--- src/rtl/score_digit_display_if.sv ---
// Request/response bundle between a score source and the seven-segment driver.
interface score_digit_display_if #(
  parameter int DIGITS = 4,
  parameter int WIDTH  = 14
);
  logic [WIDTH-1:0]    value;
  logic                load;
  logic                mode;
  logic                blank_lz;
  logic                busy;
  logic                done;
  logic                overflow;
  logic [7*DIGITS-1:0] hex_out;

  modport master (output value, load, mode, blank_lz,
                  input  busy, done, overflow, hex_out);
  modport slave  (input  value, load, mode, blank_lz,
                  output busy, done, overflow, hex_out);
endinterface

--- src/rtl/score_digit_display.sv ---
// Multi-digit active-low seven-segment driver: hex or double-dabble decimal,
// leading-zero blanking, overflow dashes, frame held until the next update.
module score_digit_display #(
  parameter int DIGITS = 4,
  parameter int WIDTH  = 14
) (
  input  logic                  clk,
  input  logic                  resetn,
  score_digit_display_if.slave  bus
);
  localparam int BW = 4 * DIGITS;
  localparam int CW = $clog2(WIDTH + 1);

  typedef enum logic [1:0] {IDLE, CONV, UPDATE} state_t;

  state_t              state_q, state_d;
  logic [WIDTH-1:0]    bin_q, bin_d;
  logic [BW-1:0]       bcd_q, bcd_d;
  logic [CW-1:0]       cnt_q, cnt_d;
  logic                mode_q, mode_d;
  logic                blz_q, blz_d;
  logic                sticky_q, sticky_d;
  logic [7*DIGITS-1:0] hex_q, hex_d;
  logic                ovf_q, ovf_d;
  logic                done_q, done_d;

  function automatic logic [6:0] seg7(input logic [3:0] n);
    case (n)
      4'h0: seg7 = 7'h40;  4'h1: seg7 = 7'h79;  4'h2: seg7 = 7'h24;  4'h3: seg7 = 7'h30;
      4'h4: seg7 = 7'h19;  4'h5: seg7 = 7'h12;  4'h6: seg7 = 7'h02;  4'h7: seg7 = 7'h78;
      4'h8: seg7 = 7'h00;  4'h9: seg7 = 7'h10;  4'hA: seg7 = 7'h08;  4'hB: seg7 = 7'h03;
      4'hC: seg7 = 7'h46;  4'hD: seg7 = 7'h21;  4'hE: seg7 = 7'h06;  default: seg7 = 7'h0E;
    endcase
  endfunction

  // Zero-extending first keeps the hex slice/overflow legal for any WIDTH vs DIGITS.
  logic [BW+WIDTH-1:0] ext;
  logic [BW-1:0]       digits;
  logic                frame_ovf;
  logic [DIGITS-1:0]   lit;
  logic [7*DIGITS-1:0] frame;
  logic [BW-1:0]       adj;

  assign ext       = {{BW{1'b0}}, bin_q};
  assign digits    = mode_q ? bcd_q : ext[BW-1:0];
  assign frame_ovf = mode_q ? sticky_q : (|(ext >> BW));

  for (genvar k = 0; k < DIGITS; k++) begin : g_digit
    // lit[k]: this digit or some more significant digit is nonzero
    assign lit[k] = |(digits >> (4 * k));
    assign frame[7*k +: 7] = frame_ovf                            ? 7'h3F :
                             ((k != 0) && blz_q && !lit[k])       ? 7'h7F :
                             seg7(digits[4*k +: 4]);
  end

  always_comb begin
    adj = bcd_q;
    for (int k = 0; k < DIGITS; k++)
      if (bcd_q[4*k +: 4] >= 4'd5) adj[4*k +: 4] = bcd_q[4*k +: 4] + 4'd3;
  end

  always_comb begin
    state_d  = state_q;
    bin_d    = bin_q;
    bcd_d    = bcd_q;
    cnt_d    = cnt_q;
    mode_d   = mode_q;
    blz_d    = blz_q;
    sticky_d = sticky_q;
    hex_d    = hex_q;
    ovf_d    = ovf_q;
    done_d   = 1'b0;
    case (state_q)
      IDLE: if (bus.load) begin
        bin_d    = bus.value;
        mode_d   = bus.mode;
        blz_d    = bus.blank_lz;
        bcd_d    = '0;
        sticky_d = 1'b0;
        cnt_d    = '0;
        state_d  = bus.mode ? CONV : UPDATE;
      end
      CONV: begin
        sticky_d = sticky_q | adj[BW-1];
        bcd_d    = {adj[BW-2:0], bin_q[WIDTH-1]};
        bin_d    = bin_q << 1;
        cnt_d    = cnt_q + 1'b1;
        if (cnt_q == CW'(WIDTH - 1)) state_d = UPDATE;
      end
      UPDATE: begin
        hex_d   = frame;
        ovf_d   = frame_ovf;
        done_d  = 1'b1;
        state_d = IDLE;
      end
      default: state_d = IDLE;
    endcase
  end

  always_ff @(posedge clk or negedge resetn) begin
    if (!resetn) begin
      state_q  <= IDLE;
      bin_q    <= '0;
      bcd_q    <= '0;
      cnt_q    <= '0;
      mode_q   <= 1'b0;
      blz_q    <= 1'b0;
      sticky_q <= 1'b0;
      hex_q    <= '1;
      ovf_q    <= 1'b0;
      done_q   <= 1'b0;
    end else begin
      state_q  <= state_d;
      bin_q    <= bin_d;
      bcd_q    <= bcd_d;
      cnt_q    <= cnt_d;
      mode_q   <= mode_d;
      blz_q    <= blz_d;
      sticky_q <= sticky_d;
      hex_q    <= hex_d;
      ovf_q    <= ovf_d;
      done_q   <= done_d;
    end
  end

  assign bus.busy     = (state_q != IDLE);
  assign bus.done     = done_q;
  assign bus.overflow = ovf_q;
  assign bus.hex_out  = hex_q;
endmodule

--- src/flat_wrapper.sv ---
// flat-port wrapper written by rule: the top's interface ports become plain ports
module score_digit_display_flat 
#(
  parameter int DIGITS = 4,
  parameter int WIDTH  = 14
)
  (clk, resetn, bus_value, bus_load, bus_mode, bus_blank_lz, bus_busy, bus_done, bus_overflow, bus_hex_out);
  score_digit_display_if #(.DIGITS(DIGITS), .WIDTH(WIDTH)) bus_i ();
  input  logic clk;
  input  logic resetn;
  input wire logic [$bits(bus_i.value)-1:0] bus_value;
  input wire logic [$bits(bus_i.load)-1:0] bus_load;
  input wire logic [$bits(bus_i.mode)-1:0] bus_mode;
  input wire logic [$bits(bus_i.blank_lz)-1:0] bus_blank_lz;
  output wire logic [$bits(bus_i.busy)-1:0] bus_busy;
  output wire logic [$bits(bus_i.done)-1:0] bus_done;
  output wire logic [$bits(bus_i.overflow)-1:0] bus_overflow;
  output wire logic [$bits(bus_i.hex_out)-1:0] bus_hex_out;
  assign bus_i.value = bus_value;
  assign bus_i.load = bus_load;
  assign bus_i.mode = bus_mode;
  assign bus_i.blank_lz = bus_blank_lz;
  assign bus_busy = bus_i.busy;
  assign bus_done = bus_i.done;
  assign bus_overflow = bus_i.overflow;
  assign bus_hex_out = bus_i.hex_out;
  score_digit_display #(.DIGITS(DIGITS), .WIDTH(WIDTH)) u_core (.clk(clk), .resetn(resetn), .bus(bus_i));
endmodule
--- config.mk ---
export PLATFORM = sky130hd
export DESIGN_NAME = score_digit_display_flat
export DESIGN_NICKNAME = d
export VERILOG_FILES = /design/src/rtl/score_digit_display_if.sv /design/src/rtl/score_digit_display.sv /design/src/flat_wrapper.sv
export SDC_FILE = /design/constraint.sdc
export NUM_CORES = 1
export LEC_CHECK = 0
export ABC_AREA = 1
export BUFFER_PORTS_ARGS = -buffer_cell sky130_fd_sc_hd__buf_4
export CAP_MARGIN = 20
export CORE_MARGIN = 3
export CORE_UTILIZATION = 50
export CTS_BUF_LIST = sky130_fd_sc_hd__clkbuf_4
export CTS_CLUSTER_SIZE = 16
export DETAILED_ROUTE_END_ITERATION = 16
export GPL_TIMING_DRIVEN = 1
export MAX_ROUTING_LAYER = met4
export PLACE_DENSITY = 0.73
export SYNTH_ARGS = -nofsm -noshare
export SYNTH_HDL_FRONTEND = slang
export SYNTH_SLANG_ARGS = --single-unit
--- constraint.sdc ---
create_clock -name clk -period 3.72 [get_ports clk]
set_input_delay 0.372 -clock clk [delete_from_list [all_inputs] [get_ports clk]]
set_output_delay 0.372 -clock clk [all_outputs]
set_load 0.01 [all_outputs]
# --- Word-level counts from Yosys, hierarchy flattened ---
# Memories as Yosys holds them, arrays and structs flattened.
# Index checks and enable logic that the tools add are counted.
op_classes:
  addsub: 5
  order_cmp: 4
  n_eq_ne: 5
  mux: 26
  n_bitwise: 1
  reduce_logical: 15
op_table:
  columns: ["cell", "count"]
  rows:
  - ["7-bit 2-to-1 mux", 7]
  - ["16-bit 2-to-1 mux", 2]
  - ["16-bit case mux with 2 select lines", 1]
  - ["14-bit case mux with 2 select lines", 1]
  - ["4-bit 2-to-1 mux", 5]
  - ["4-bit by 2-bit adder with 4-bit output, second input constant", 4]
  - ["4-bit by 3-bit >= comparator with 1-bit output, second input constant", 4]
  - ["14-bit 2-to-1 mux", 1]
  - ["12-bit OR reduction", 1]
  - ["4-bit case mux with 2 select lines", 1]
  - ["8-bit OR reduction", 1]
  - ["2-bit 2-to-1 mux", 3]
  - ["2-bit AND reduction", 3]
  - ["4-bit by 1-bit adder with 4-bit output, second input constant", 1]
  - ["4-bit equality test, second input constant", 1]
  - ["2-bit case mux with 2 select lines", 1]
  - ["2-bit nonzero test", 2]
  - ["4-bit OR reduction", 1]
  - ["1-bit logical AND", 3]
  - ["1-bit logical NOT", 3]
  - ["1-bit 2-to-1 mux", 3]
  - ["2-bit by 1-bit equality test with 1-bit output, second input constant", 1]
  - ["2-bit equality test, second input constant", 1]
  - ["2-bit logical NOT", 1]
  - ["other kinds (4)", 4]
totals:
  reg_bits: 69
  romBits: 448
  input_bits: 19
  out_inout_bits: 31
  elab_cells: 70
  mem_count: 4
memory_table:
  columns: ["name", "words", "width", "read_ports", "rd_ports_with_merged_regs", "wr", "line_no", "text"]
  rows:
  - ["(no name shown)", 16, 7, 1, 0, 0, "score_digit_display.sv:28", "case (n)"]
  - ["(no name shown)", 16, 7, 1, 0, 0, "score_digit_display.sv:28", null]
  - ["(no name shown)", 16, 7, 1, 0, 0, "score_digit_display.sv:28", null]
  - ["(no name shown)", 16, 7, 1, 0, 0, "score_digit_display.sv:28", null]

# --- Logic depth before layout (Yosys ltp) ---
# Gate-level depths: netlist of the first run.
depth:
  word_depth: 6
  ltp_mapped: 15
  ltp_nobuf: 13

# --- Worst setup path after synthesis of the first run ---
# Ideal clock, no wire load.
synth_timing:
  path_kind: "reg-to-reg"
  start: "reg u_core.mode_q"
  end: "reg u_core.hex_q[1] (netlist: u_core.bus.hex_out[1])"
  setup_time_ps: 73
  arrival_ps: 1923
  t_required_ps: 3647
  slack_ps: 1724
  stages_incl_launch_ff: 12
  path_buffers: 3
  period_less_slack_ps: 1996
  path_cell_list: "dfrtp_1 -> buf_6 -> buf_12 -> buf_6 -> o21ai_0 -> inv_1 -> ha_1 -> inv_1 -> nand2_1 -> nand3_1 -> nand2_1 -> a21oi_1"
synth_between:
  elab_chain_cells: 3
  word_cells_on_any_way: 4
  cone_classes: "mux: 3; memory: 1"
synth_lines:
  columns: ["element", "line_no", "text"]
  rows:
  - ["from (decl)", "score_digit_display.sv:20", "logic mode_q, mode_d;"]
  - ["from (signal assigned)", "score_digit_display.sv:117", "mode_q <= mode_d;"]
  - ["16-bit 2-to-1 mux", "score_digit_display.sv:45", "assign digits = mode_q ? bcd_q : ext[BW-1:0];"]
  - ["memory 16 x 7 bit", null, null]
  - ["7-bit 2-to-1 mux (*)", "score_digit_display.sv:51", "assign frame[7*k +: 7] = frame_ovf ? 7'h3F :"]
  - ["to (signal assigned)", "score_digit_display.sv:109", "hex_q <= '1;"]
  - ["to (signal assigned)", "score_digit_display.sv:120", "hex_q <= hex_d;"]
  - ["to (decl)", "score_digit_display.sv:23", "logic [7*DIGITS-1:0] hex_q, hex_d;"]
# Mark *: on every way between the ends. The rest lies on a longest branch, timed or not.
# A chain may end at the register's enable or synchronous reset.

# --- Worst setup path after layout of the first run ---
layout_timing:
  start: "reg u_core.mode_q"
  end: "reg u_core.hex_q[0] (netlist: u_core.bus.hex_out[0])"
# Same word-level chain as after synthesis.

==> results of run 1 <==
-- cells in the final DEF, fill, tap and decap left out, drive strengths merged, types with 2 or more instances in the layout --
master / instances
o22ai: 14
clkinvlp: 3
xor2: 5
nand3: 40
or2: 4
clkinv: 6
a21oi: 39
o22a: 2
nand2: 147
nor2: 62
buf: 54
dfrtp: 41
clkbuf: 9
o21ai: 57
dfstp: 28
a31oi: 4
inv: 58
nor3: 2
ha: 37
a22oi: 7
-- layout make-up --
class                   count  share of cell area
multi-input cells         425              0.4658
flip-flops and latches     69              0.3536
repair buffers             54             0.08137
inverters                  61             0.04596
well taps                 105             0.02637
clock buffers               9             0.01356
clock inverters             7             0.01331
-- through the flow --
stage	power (mW)	hold slack, ns
5_1_grt	5.272	0.09624
3_5_place_dp	4.285	0.4602
2_1_floorplan	3.512	0.07641
3_3_place_gp	4.199	0.4597
6_report	4.782	0.02593
4_1_cts	4.781	0.05642
-- power by group through the flow --
stage	clock, mW	sequential [mW]	combinational [mW]
2_1_floorplan	0	1.50	2.02
3_3_place_gp	0	1.49	2.71
3_5_place_dp	0	1.51	2.78
4_1_cts	0.495	1.49	2.80
5_1_grt	0.525	1.54	3.21
6_report	0.481	1.49	2.81
-- routing by layer --
layer	share of wire	wire (µm)	vias to the layer above
met3	0.058	585	23
met4	0.023	232	0
met2	0.44	4499	139
met1	0.48	4855	1787
li1	-	-	1964
met5	0	0	-
-- synthesized netlist by cell type (3+ instances only) --
library cell  count
buf_6             3
xor2_1            5
inv_1            56
a21oi_1          39
or2_2             4
o21ai_4           3
o22ai_1          14
nor2_1           60
ha_1             37
clkinv_1          3
a22oi_1           7
nand2_1         139
dfstp_2          28
dfrtp_1          41
a31oi_1           4
buf_2             3
o21ai_1           3
nand2_2           5
clkbuf_1          7
o21ai_0          47
o21ai_2           4
nand2_4           3
nand3_1          40
-- kinds of logic (layout without fill, tap and decap cells) --
logic type	Yosys count	count (layout)	share of synthesized area
flops	69	69	0.3984
compound gates	126	126	0.1664
buf+inv	77	131	0.07668
xor+xnor	5	5	0.009903
simple gates	257	257	0.2439
fa+ha+maj	37	37	0.1047
-- state kept, by name (all words and copies together) (netlist names) --
register,count
u_core.state_q,2
u_core.sticky_q,1
u_core.bus.done,1
u_core.bcd_q,16
u_core.mode_q,1
u_core.cnt_q,4
u_core.bus.overflow,1
u_core.bus.hex_out,28
u_core.bin_q,14
u_core.blz_q,1
-- worst max-delay path: cells and delay by family, from the launching register on --
kind / cells / cell delay, ns
DFF: 1 / 0.63
AOI/OAI and AO/OA: 1 / 0.59
buffers and inverters: 2 / 0.49
adders and majority gates: 1 / 0.30
and+or+nand+nor: 4 / 0.40
-- worst paths after layout --
| path | from | to | slack, ns | cells past startpoint |
|---|---|---|---|---|
| max | u_core.mode_q | u_core.bus.hex_out[0] | 1.25 | 8 |
| min | resetn | u_core.bus.done | 0.03 | 1 |
| max reg2reg | u_core.mode_q | u_core.bus.hex_out[0] | 1.25 | 8 |
| min reg2reg | u_core.bus.hex_out[15] | u_core.bus.hex_out[15] | 0.48 | 2 |
| max in group asynchronous | resetn | u_core.bin_q[7] | 3.13 | 1 |
| min in group clk | bus_mode | u_core.state_q[1] | 0.14 | 2 |
==> impl_metrics.py, run 1 <==
metrics = {
    "floorplan": {
        "die_h_um": 100.0,
        "rows": 33,
        "initial_core_util": 0.5275,
        "core_um2": 8382,
        "die_x_um": 100.0,
        "ios": 50,
        "die_area_um2": 10010,
    },
    "placement": {
        "dp.cells": 714,
        "port_buffers": 49,
        "hpwl_um": 7358,
        "place_area_um2": 4848,
        "dp_worst_setup_slack_ns": 1.290,
        "gp_congestion": 0.9137,
    },
    "sta": {
        "setup_viol": 0,
        "skew_ns": 0.01683,
        "post-route-period-util": 0.6643,
        "max_freq_mhz": 404.7,
        "hold_violations": 0,
        "fin_crit_ns": 2.471,
        "setup_slack_ns": 1.249,
        "timing.slew.headroom": 0.4407,
        "tns_ns": 0,
        "worst_pin_slew_ns": 0.8389,
        "drv_slew": 0,
        "rsz0062_at_grt": "false",
    },
    "worst_setup_path": {
        "start_kind": "register",
        "critPathMaxStageDelay_ns": 0.63,
        "arrival_ns": 2.84,
        "critical_path.max_fanout": 18,
        "required_ns": 4.09,
        "cp_cell_sequence": "buf_4 -> o21ai_0 -> inv_1 -> ha_1 -> nand3_1 -> nand3_1 -> nor2_1 -> nor2_1",
        "worst_path_max_delay_cell": "dfrtp_1",
        "critPathKind": "reg -> reg",
        "endpoint_kind": "register",
    },
    "clock_network": {
        "hold_buffers": 0,
        "clock-sinks": 69,
        "cts_resized": 0,
        "cts_buffer_depth": 2,
        "h-tree-depth": 3,
        "clock_latency_ns": 0.43,
        "clk_pin_slew_ns": 0.13,
        "post_cts.repair.setup_buffers": 0,
        "cts_buffers": 9,
        "root_buffer": "clkbuf_4",
        "cts_tree": "yes",
    },
    "global_route": {
        "grt_overflow_total": 0,
        "grt_use_met1": 0.3124,
        "antenna_found_initial": 0,
        "grt_start_max_net_pins": 70,
        "track_usage": 0.2180,
        "grt_pass1_wl_um": 17060,
        "first_global_vias": 3638,
        "grt_use_met3": 0.02919,
        "use_met2": 0.3109,
        "busiest_layer": "met1",
    },
    "detailed_routing": {
        "drtIter0Drc": 174,
        "drc": 0,
        "antenna_left": 0,
        "drt_first_pass_iters": 5,
        "routed_via_density": 5.360,
        "routed_wl_um": 10170,
        "vias": 3913,
        "wire_per_inst_um": 13.93,
    },
    "cells_and_area": {
        "area_growth_pct": 12.68,
        "multi_input_area_um2": 2321,
        "fillers": 749,
        "instances_no_fill": 730,
        "final_area_um2": 4982,
        "layout.nets": 676,
        "diodes": 0,
        "seqCellArea_um2": 1762,
        "drive_above_1_share": 0.1920,
        "utilization": 0.5944,
    },
    "power": {
        "power_density_nw_per_um2": 959.7,
        "p_int_mw": 2.449,
        "combPwrFrac": 0.587,
        "pwr-share-seq": 0.312,
        "p_clk_frac": 0.101,
        "leakagePower_nw": 2.468,
        "vdd.ir_drop.worst_mv": 0.4309,
        "netSwitchingPower_mw": 2.333,
        "p_sw_frac": 0.4879,
    },
    "yosys": {
        "yosysTopAreaCell": "dfrtp_1",
        "synthFlopType": "dfrtp_1",
        "yosysWarnings": 0,
        "synth.avg_cell_area_um2": 7.744,
        "ys_seq_elements": 69,
        "synthArstFlopShare": 1.000,
        "synth_area_leaders": "dfrtp_1, dfstp_2, nand2_1, ha_1, o21ai_0",
        "ys_types": 35,
        "synth_area_um2": 4422,
        "synth_edf_count": 0,
        "synthCells": 571,
        "syn_nets": 627,
        "netlist.area_leader.share": 0.2320,
        "seq_area_frac_synth": 0.3984,
    },
    "job": {
        "cap_violations": 0,
    },
    "run_status": {
        "status": "finished clean",
    },
    "hold_path": {
        "min_path_type": "in -> async",
    },
}
Power figures use the tool's default switching activity.
==> inputs of run 2 (changes only) <==
==> constraint.sdc (replaced) <==
create_clock -name clk -period 2.45 [get_ports clk]
set_input_delay 0.245 -clock clk [delete_from_list [all_inputs] [get_ports clk]]
set_output_delay 0.245 -clock clk [all_outputs]
set_load 0.01 [all_outputs]
==> impl_metrics.py, run 2 (synthesized netlist as in run 1, its figures left out) <==
metrics = {
    "cells_and_area": {
        "largest_reg_flops": 28,
        "layout_common_cells": "nand2_1, nor2_1, buf_4, inv_1, o21ai_0",
        "layout_commonest_cell": "nand2_1",
        "diodes": 0,
        "area_growth_pct": 13.41,
        "drive_above_1_share": 0.1930,
        "seqCellArea_um2": 1762,
        "multi_input_area_um2": 2321,
        "fillers": 769,
        "layout.nets": 683,
        "instances_no_fill": 737,
    },
    "sta": {
        "tns_ns": 0,
        "timing.slew.headroom": 0.4255,
        "fin_crit_ns": 2.162,
        "hold_violations": 0,
        "rsz0062_at_grt": "false",
        "skew_ns": 0.01470,
        "drv_slew": 0,
        "worst_pin_slew_ns": 0.8617,
        "post-route-period-util": 0.8825,
        "setup_viol": 0,
        "max_freq_mhz": 462.5,
    },
    "worst_setup_path": {
        "required_ns": 2.81,
        "crit_cells": 11,
        "worst_path_max_delay_cell": "dfrtp_1",
        "critPathKind": "reg -> reg",
        "cp_cell_sequence": "buf_4 -> inv_2 -> nand2_1 -> nand2_1 -> ha_1 -> nand4_1 -> nor2_4 -> nand2_2 -> nand2_2 -> nor2_1 -> nor2_1",
        "start_kind": "register",
        "critical_path.max_fanout": 12,
        "critPathMaxStageDelay_ns": 0.56,
        "ff2ff_path_depth": 11,
        "endpoint_kind": "register",
        "arrival_ns": 2.53,
        "path_buf_inv": 2,
        "critPathTopFamily": "simple AND/OR/NAND/NOR gates",
    },
    "power": {
        "power_density_nw_per_um2": 1438,
        "leakagePower_nw": 2.498,
        "vdd.ir_drop.worst_mv": 0.5528,
    },
    "clock_network": {
        "root_buffer": "clkbuf_4",
        "clock_latency_ns": 0.42,
        "h-tree-depth": 3,
        "clock-sinks": 69,
        "cts_resized": 0,
        "cts_tree": "yes",
        "post_cts.repair.setup_buffers": 0,
        "hold_buffers": 3,
        "cts_buffers": 9,
        "clk_pin_slew_ns": 0.11,
        "cts_buffer_depth": 2,
    },
    "placement": {
        "gp_congestion": 0.9456,
        "port_buffers": 49,
        "hpwl_um": 7348,
        "dp.cells": 718,
    },
    "hold_path": {
        "holdPathStages": 2,
        "min_path_type": "in -> reg",
    },
    "detailed_routing": {
        "vias": 3911,
        "routed_wl_um": 10140,
        "drt_first_pass_iters": 5,
        "drc": 0,
        "antenna_left": 0,
        "routed_via_density": 5.307,
        "drtIter0Drc": 202,
        "wire_per_inst_um": 13.75,
    },
    "global_route": {
        "grt_pass1_wl_um": 17370,
        "antenna_found_initial": 0,
        "grt_start_max_net_pins": 70,
        "track_usage": 0.2208,
        "grt_overflow_total": 0,
        "first_global_vias": 3622,
    },
    "floorplan": {
        "rows": 33,
        "die_h_um": 100.0,
        "die_area_um2": 10010,
        "core_um2": 8382,
        "die_x_um": 100.0,
        "ios": 50,
        "initial_core_util": 0.5275,
    },
    "job": {
        "cap_violations": 0,
    },
    "run_status": {
        "status": "finished clean",
    },
}
run 2: cell count changes in the layout (fill, tap and decap cells not counted):
cell and change:
buf_4 +4, bufinv_16 -1, clkbuf_4 +3, clkinv_1 +2
clkinv_2 -1, clkinvlp_4 -3, dlygate4sd3_1 +3
run 2: where the power goes:
| group | switching [mW] | internal [mW] | total, mW |
|---|---|---|---|
| registers | 0.417 | 1.83 | 2.25 |
| clock network | 0.407 | 0.232 | 0.639 |
| logic | 2.69 | 1.63 | 4.32 |
run 2: layer usage:
layer  GRT usage  share of wire
met1      0.3175           0.48
met2      0.3161           0.44
met3     0.03266          0.052
met4     0.08290          0.021
met5           -              0
run 2: worst paths after layout:
| path | endpoint | start | slack (ns) |
|---|---|---|---|
| min reg2reg | u_core.bus.hex_out[20] | u_core.bus.hex_out[20] | 0.48 |
| max in group asynchronous | u_core.bcd_q[8] | resetn | 1.42 |
| min | u_core.bin_q[0] | bus_value[0] | 0.04 |
| min in group asynchronous | u_core.bus.done | resetn | 0.46 |
| max | u_core.bus.hex_out[7] | u_core.mode_q | 0.29 |
| max reg2reg | u_core.bus.hex_out[7] | u_core.mode_q | 0.29 |
run 2: final cells by class:
| type | instances | area share |
|---|---|---|
| Tap cell | 105 | 0.02620 |
| Multi-Input combinational cell | 425 | 0.4628 |
| Timing Repair Buffer | 61 | 0.09281 |
| Clock inverter | 4 | 0.003244 |
| Inverter | 61 | 0.04566 |
| Clock buffer | 12 | 0.01796 |
| Sequential cell | 69 | 0.3513 |
run 2: metrics by stage:
stage	setup slack, ns	cell area (µm²)	power [mW]	utilization	hold slack [ns]
after floorplan	0.4542	4422	5.332	-	-0.05059
after global placement	0.3855	4878	6.405	0.5820	0.4088
after detailed placement	0.3114	4878	6.556	0.5820	0.4160
after CTS	0.2807	5015	7.218	0.5983	0.01913
after global routing	0.04898	5015	7.984	0.5983	0.03373
final	0.2879	5015	7.210	0.5983	0.04185
run 2: worst reg2reg max path: stages, from the launching register on:
cell and delay [ns]:
dfrtp_1 0.56, buf_4 0.25, inv_2 0.13, nand2_1 0.07, nand2_1 0.19, ha_1 0.23
nand4_1 0.16, nor2_4 0.18, nand2_2 0.10, nand2_2 0.10, nor2_1 0.04, nor2_1 0.09
==> inputs of run 3 (changes only) <==
--- a/config.mk
+++ b/config.mk
@@ -8,14 +8,16 @@
 export ABC_AREA = 1
 export BUFFER_PORTS_ARGS = -buffer_cell sky130_fd_sc_hd__buf_4
 export CAP_MARGIN = 20
+export CELL_PAD_IN_SITES_DETAIL_PLACEMENT = 0
+export CELL_PAD_IN_SITES_GLOBAL_PLACEMENT = 2
 export CORE_MARGIN = 3
-export CORE_UTILIZATION = 50
+export CORE_UTILIZATION = 36
 export CTS_BUF_LIST = sky130_fd_sc_hd__clkbuf_4
 export CTS_CLUSTER_SIZE = 16
 export DETAILED_ROUTE_END_ITERATION = 16
 export GPL_TIMING_DRIVEN = 1
 export MAX_ROUTING_LAYER = met4
-export PLACE_DENSITY = 0.73
+export PLACE_DENSITY = 0.86
 export SYNTH_ARGS = -nofsm -noshare
 export SYNTH_HDL_FRONTEND = slang
 export SYNTH_SLANG_ARGS = --single-unit
==> impl_metrics.py, run 3 (synthesized netlist as in run 1, its figures left out) <==
metrics = {
    "run_status": {
        "status": "finished clean",
    },
    "sta": {
        "rsz0062_at_grt": "false",
        "post-route-period-util": 0.8558,
        "tns_ns": 0,
        "setup_slack_ns": 0.3532,
        "fin_crit_ns": 2.097,
        "hold_violations": 0,
        "skew_ns": 0.02639,
        "setup_viol": 0,
        "drv_slew": 0,
        "hold_slack_ns": 0.03687,
        "max_freq_mhz": 476.9,
        "timing.slew.headroom": 0.4061,
        "worst_pin_slew_ns": 0.8909,
    },
    "worst_setup_path": {
        "rrSetupSlack_ns": 0.35,
        "critPathTopFamily": "simple AND/OR/NAND/NOR gates",
        "crit_cells": 11,
        "required_ns": 2.81,
        "critical_path.max_fanout": 30,
        "reg2reg_to": "u_core.bus.hex_out[7]",
        "critPathKind": "reg -> reg",
        "cp_cell_sequence": "buf_12 -> inv_2 -> nand2_1 -> nand2_1 -> ha_1 -> nand4_1 -> nor2_4 -> nand2_2 -> nand2_2 -> nor2_1 -> nor2_1",
        "arrival_ns": 2.46,
        "startpoint": "u_core.mode_q",
        "start_kind": "register",
        "worst_path_max_delay_cell": "dfrtp_1",
        "rr_startpoint": "u_core.mode_q",
        "critPathCapture": "u_core.bus.hex_out[7]",
        "endpoint_kind": "register",
        "path_buf_inv": 2,
        "ff2ff_path_depth": 11,
        "critPathMaxStageDelay_ns": 0.46,
    },
    "floorplan": {
        "die_h_um": 116.8,
        "die_area_um2": 13650,
        "die_x_um": 116.8,
        "rows": 39,
        "initial_core_util": 0.3776,
        "ios": 50,
        "core_um2": 11710,
    },
    "placement": {
        "port_buffers": 49,
        "gp_congestion": 0.8590,
        "hpwl_um": 8143,
        "dp.cells": 754,
        "dp_worst_setup_slack_ns": 0.3774,
    },
    "detailed_routing": {
        "wire_per_inst_um": 14.34,
        "maxUsedRoutingLayer": "met4",
        "wl_met1_um": 5919,
        "routed_wl_um": 11170,
        "wl_met3_um": 423,
        "vias": 3853,
        "route.met2.wl_um": 4590,
        "routed_via_density": 4.946,
        "drtIter0Drc": 235,
        "antenna_left": 0,
        "drt_first_pass_iters": 4,
        "drc": 0,
    },
    "global_route": {
        "first_global_vias": 3545,
        "antenna_found_initial": 0,
        "grt_start_max_net_pins": 70,
        "track_usage": 0.1784,
        "grt_overflow_total": 0,
        "grt_pass1_wl_um": 18210,
    },
    "cells_and_area": {
        "multi_input_area_um2": 2321,
        "diodes": 0,
        "largest_reg_flops": 28,
        "layout_common_cells": "nand2_1, nor2_1, inv_1, buf_4, o21ai_0",
        "area_growth_pct": 17.49,
        "instances_no_fill": 779,
        "layout_commonest_cell": "nand2_1",
        "seqCellArea_um2": 1762,
        "fillers": 1178,
        "layout.nets": 687,
        "drive_above_1_share": 0.1918,
    },
    "clock_network": {
        "root_buffer": "clkbuf_4",
        "cts_buffer_depth": 2,
        "clk_pin_slew_ns": 0.13,
        "cts_tree": "yes",
        "clock-sinks": 69,
        "cts_buffers": 9,
        "clock_latency_ns": 0.44,
        "cts_resized": 0,
        "h-tree-depth": 3,
    },
    "power": {
        "leakagePower_nw": 2.553,
        "power_density_nw_per_um2": 1463,
        "vdd.ir_drop.worst_mv": 0.5472,
    },
    "job": {
        "cap_violations": 0,
    },
    "hold_path": {
        "min_path_type": "in -> reg",
    },
}
-- run 3: changes by cell type in the layout (fill, tap and decap cells not counted) --
| cell | change |
|---|---|
| buf_4 | -3 |
| clkinv_1 | -2 |
| clkbuf_4 | -1 |
| buf_12 | +1 |
| dlygate4sd3_1 | +6 |
| bufinv_16 | +3 |
-- run 3: routing by layer --
layer,up-vias,GRT usage
met5,-,-
met4,0,0.07034
met3,16,0.03290
met2,86,0.2416
met1,1763,0.2615
li1,1988,-
-- run 3: worst min-delay path by stage --
stage | from | to | depth (start not counted)
floorplan | resetn | u_core.bcd_q[0] | 0
global placement | resetn | u_core.bus.done | 1
finish | bus_value[10] | u_core.bin_q[10] | 3
global route | bus_value[10] | u_core.bin_q[10] | 3
detailed placement | resetn | u_core.bus.done | 1
CTS | bus_value[10] | u_core.bin_q[10] | 3
-- run 3: metrics by stage --
stage	power, mW	utilization	instance area, µm²
CTS	7.657	0.4436	5195
global placement	6.633	0.4204	4923
floorplan	5.332	-	4422
global route	8.410	0.4436	5195
detailed placement	6.656	0.4204	4923
finish	7.602	0.4436	5195
-- run 3: timing repair --
action,CTS,global route
endpoints found under the setup margin,0,0
buffers inserted,0,0
endpoints found under the hold margin,49,0
hold buffers,9,0
-- run 3: area by class of cell --
| type | instances | share of cell area |
|---|---|---|
| multi-input cells | 425 | 0.4468 |
| well taps | 143 | 0.03444 |
| flip-flops and latches | 69 | 0.3391 |
| clock buffers | 11 | 0.01590 |
| clock inverters | 5 | 0.01903 |
| repair buffers | 65 | 0.1007 |
| inverters | 61 | 0.04408 |
-- run 3: worst reg2reg max path, delay by kind of cell (launching register included) --
family                     cells  cell delay [ns]
adders and majority gates      1             0.25
buffers and inverters          2             0.36
DFF                            1             0.46
and+or+nand+nor                8             0.96
-- run 3: report_power, final --
group	total, mW	leakage (nW)	switching, mW	internal (mW)
Sequential	2.24	0.809	0.404	1.83
Combinational	4.41	1.65	2.76	1.64
Clock	0.960	0.0985	0.424	0.535
Total	7.60	2.55	3.59	4.01
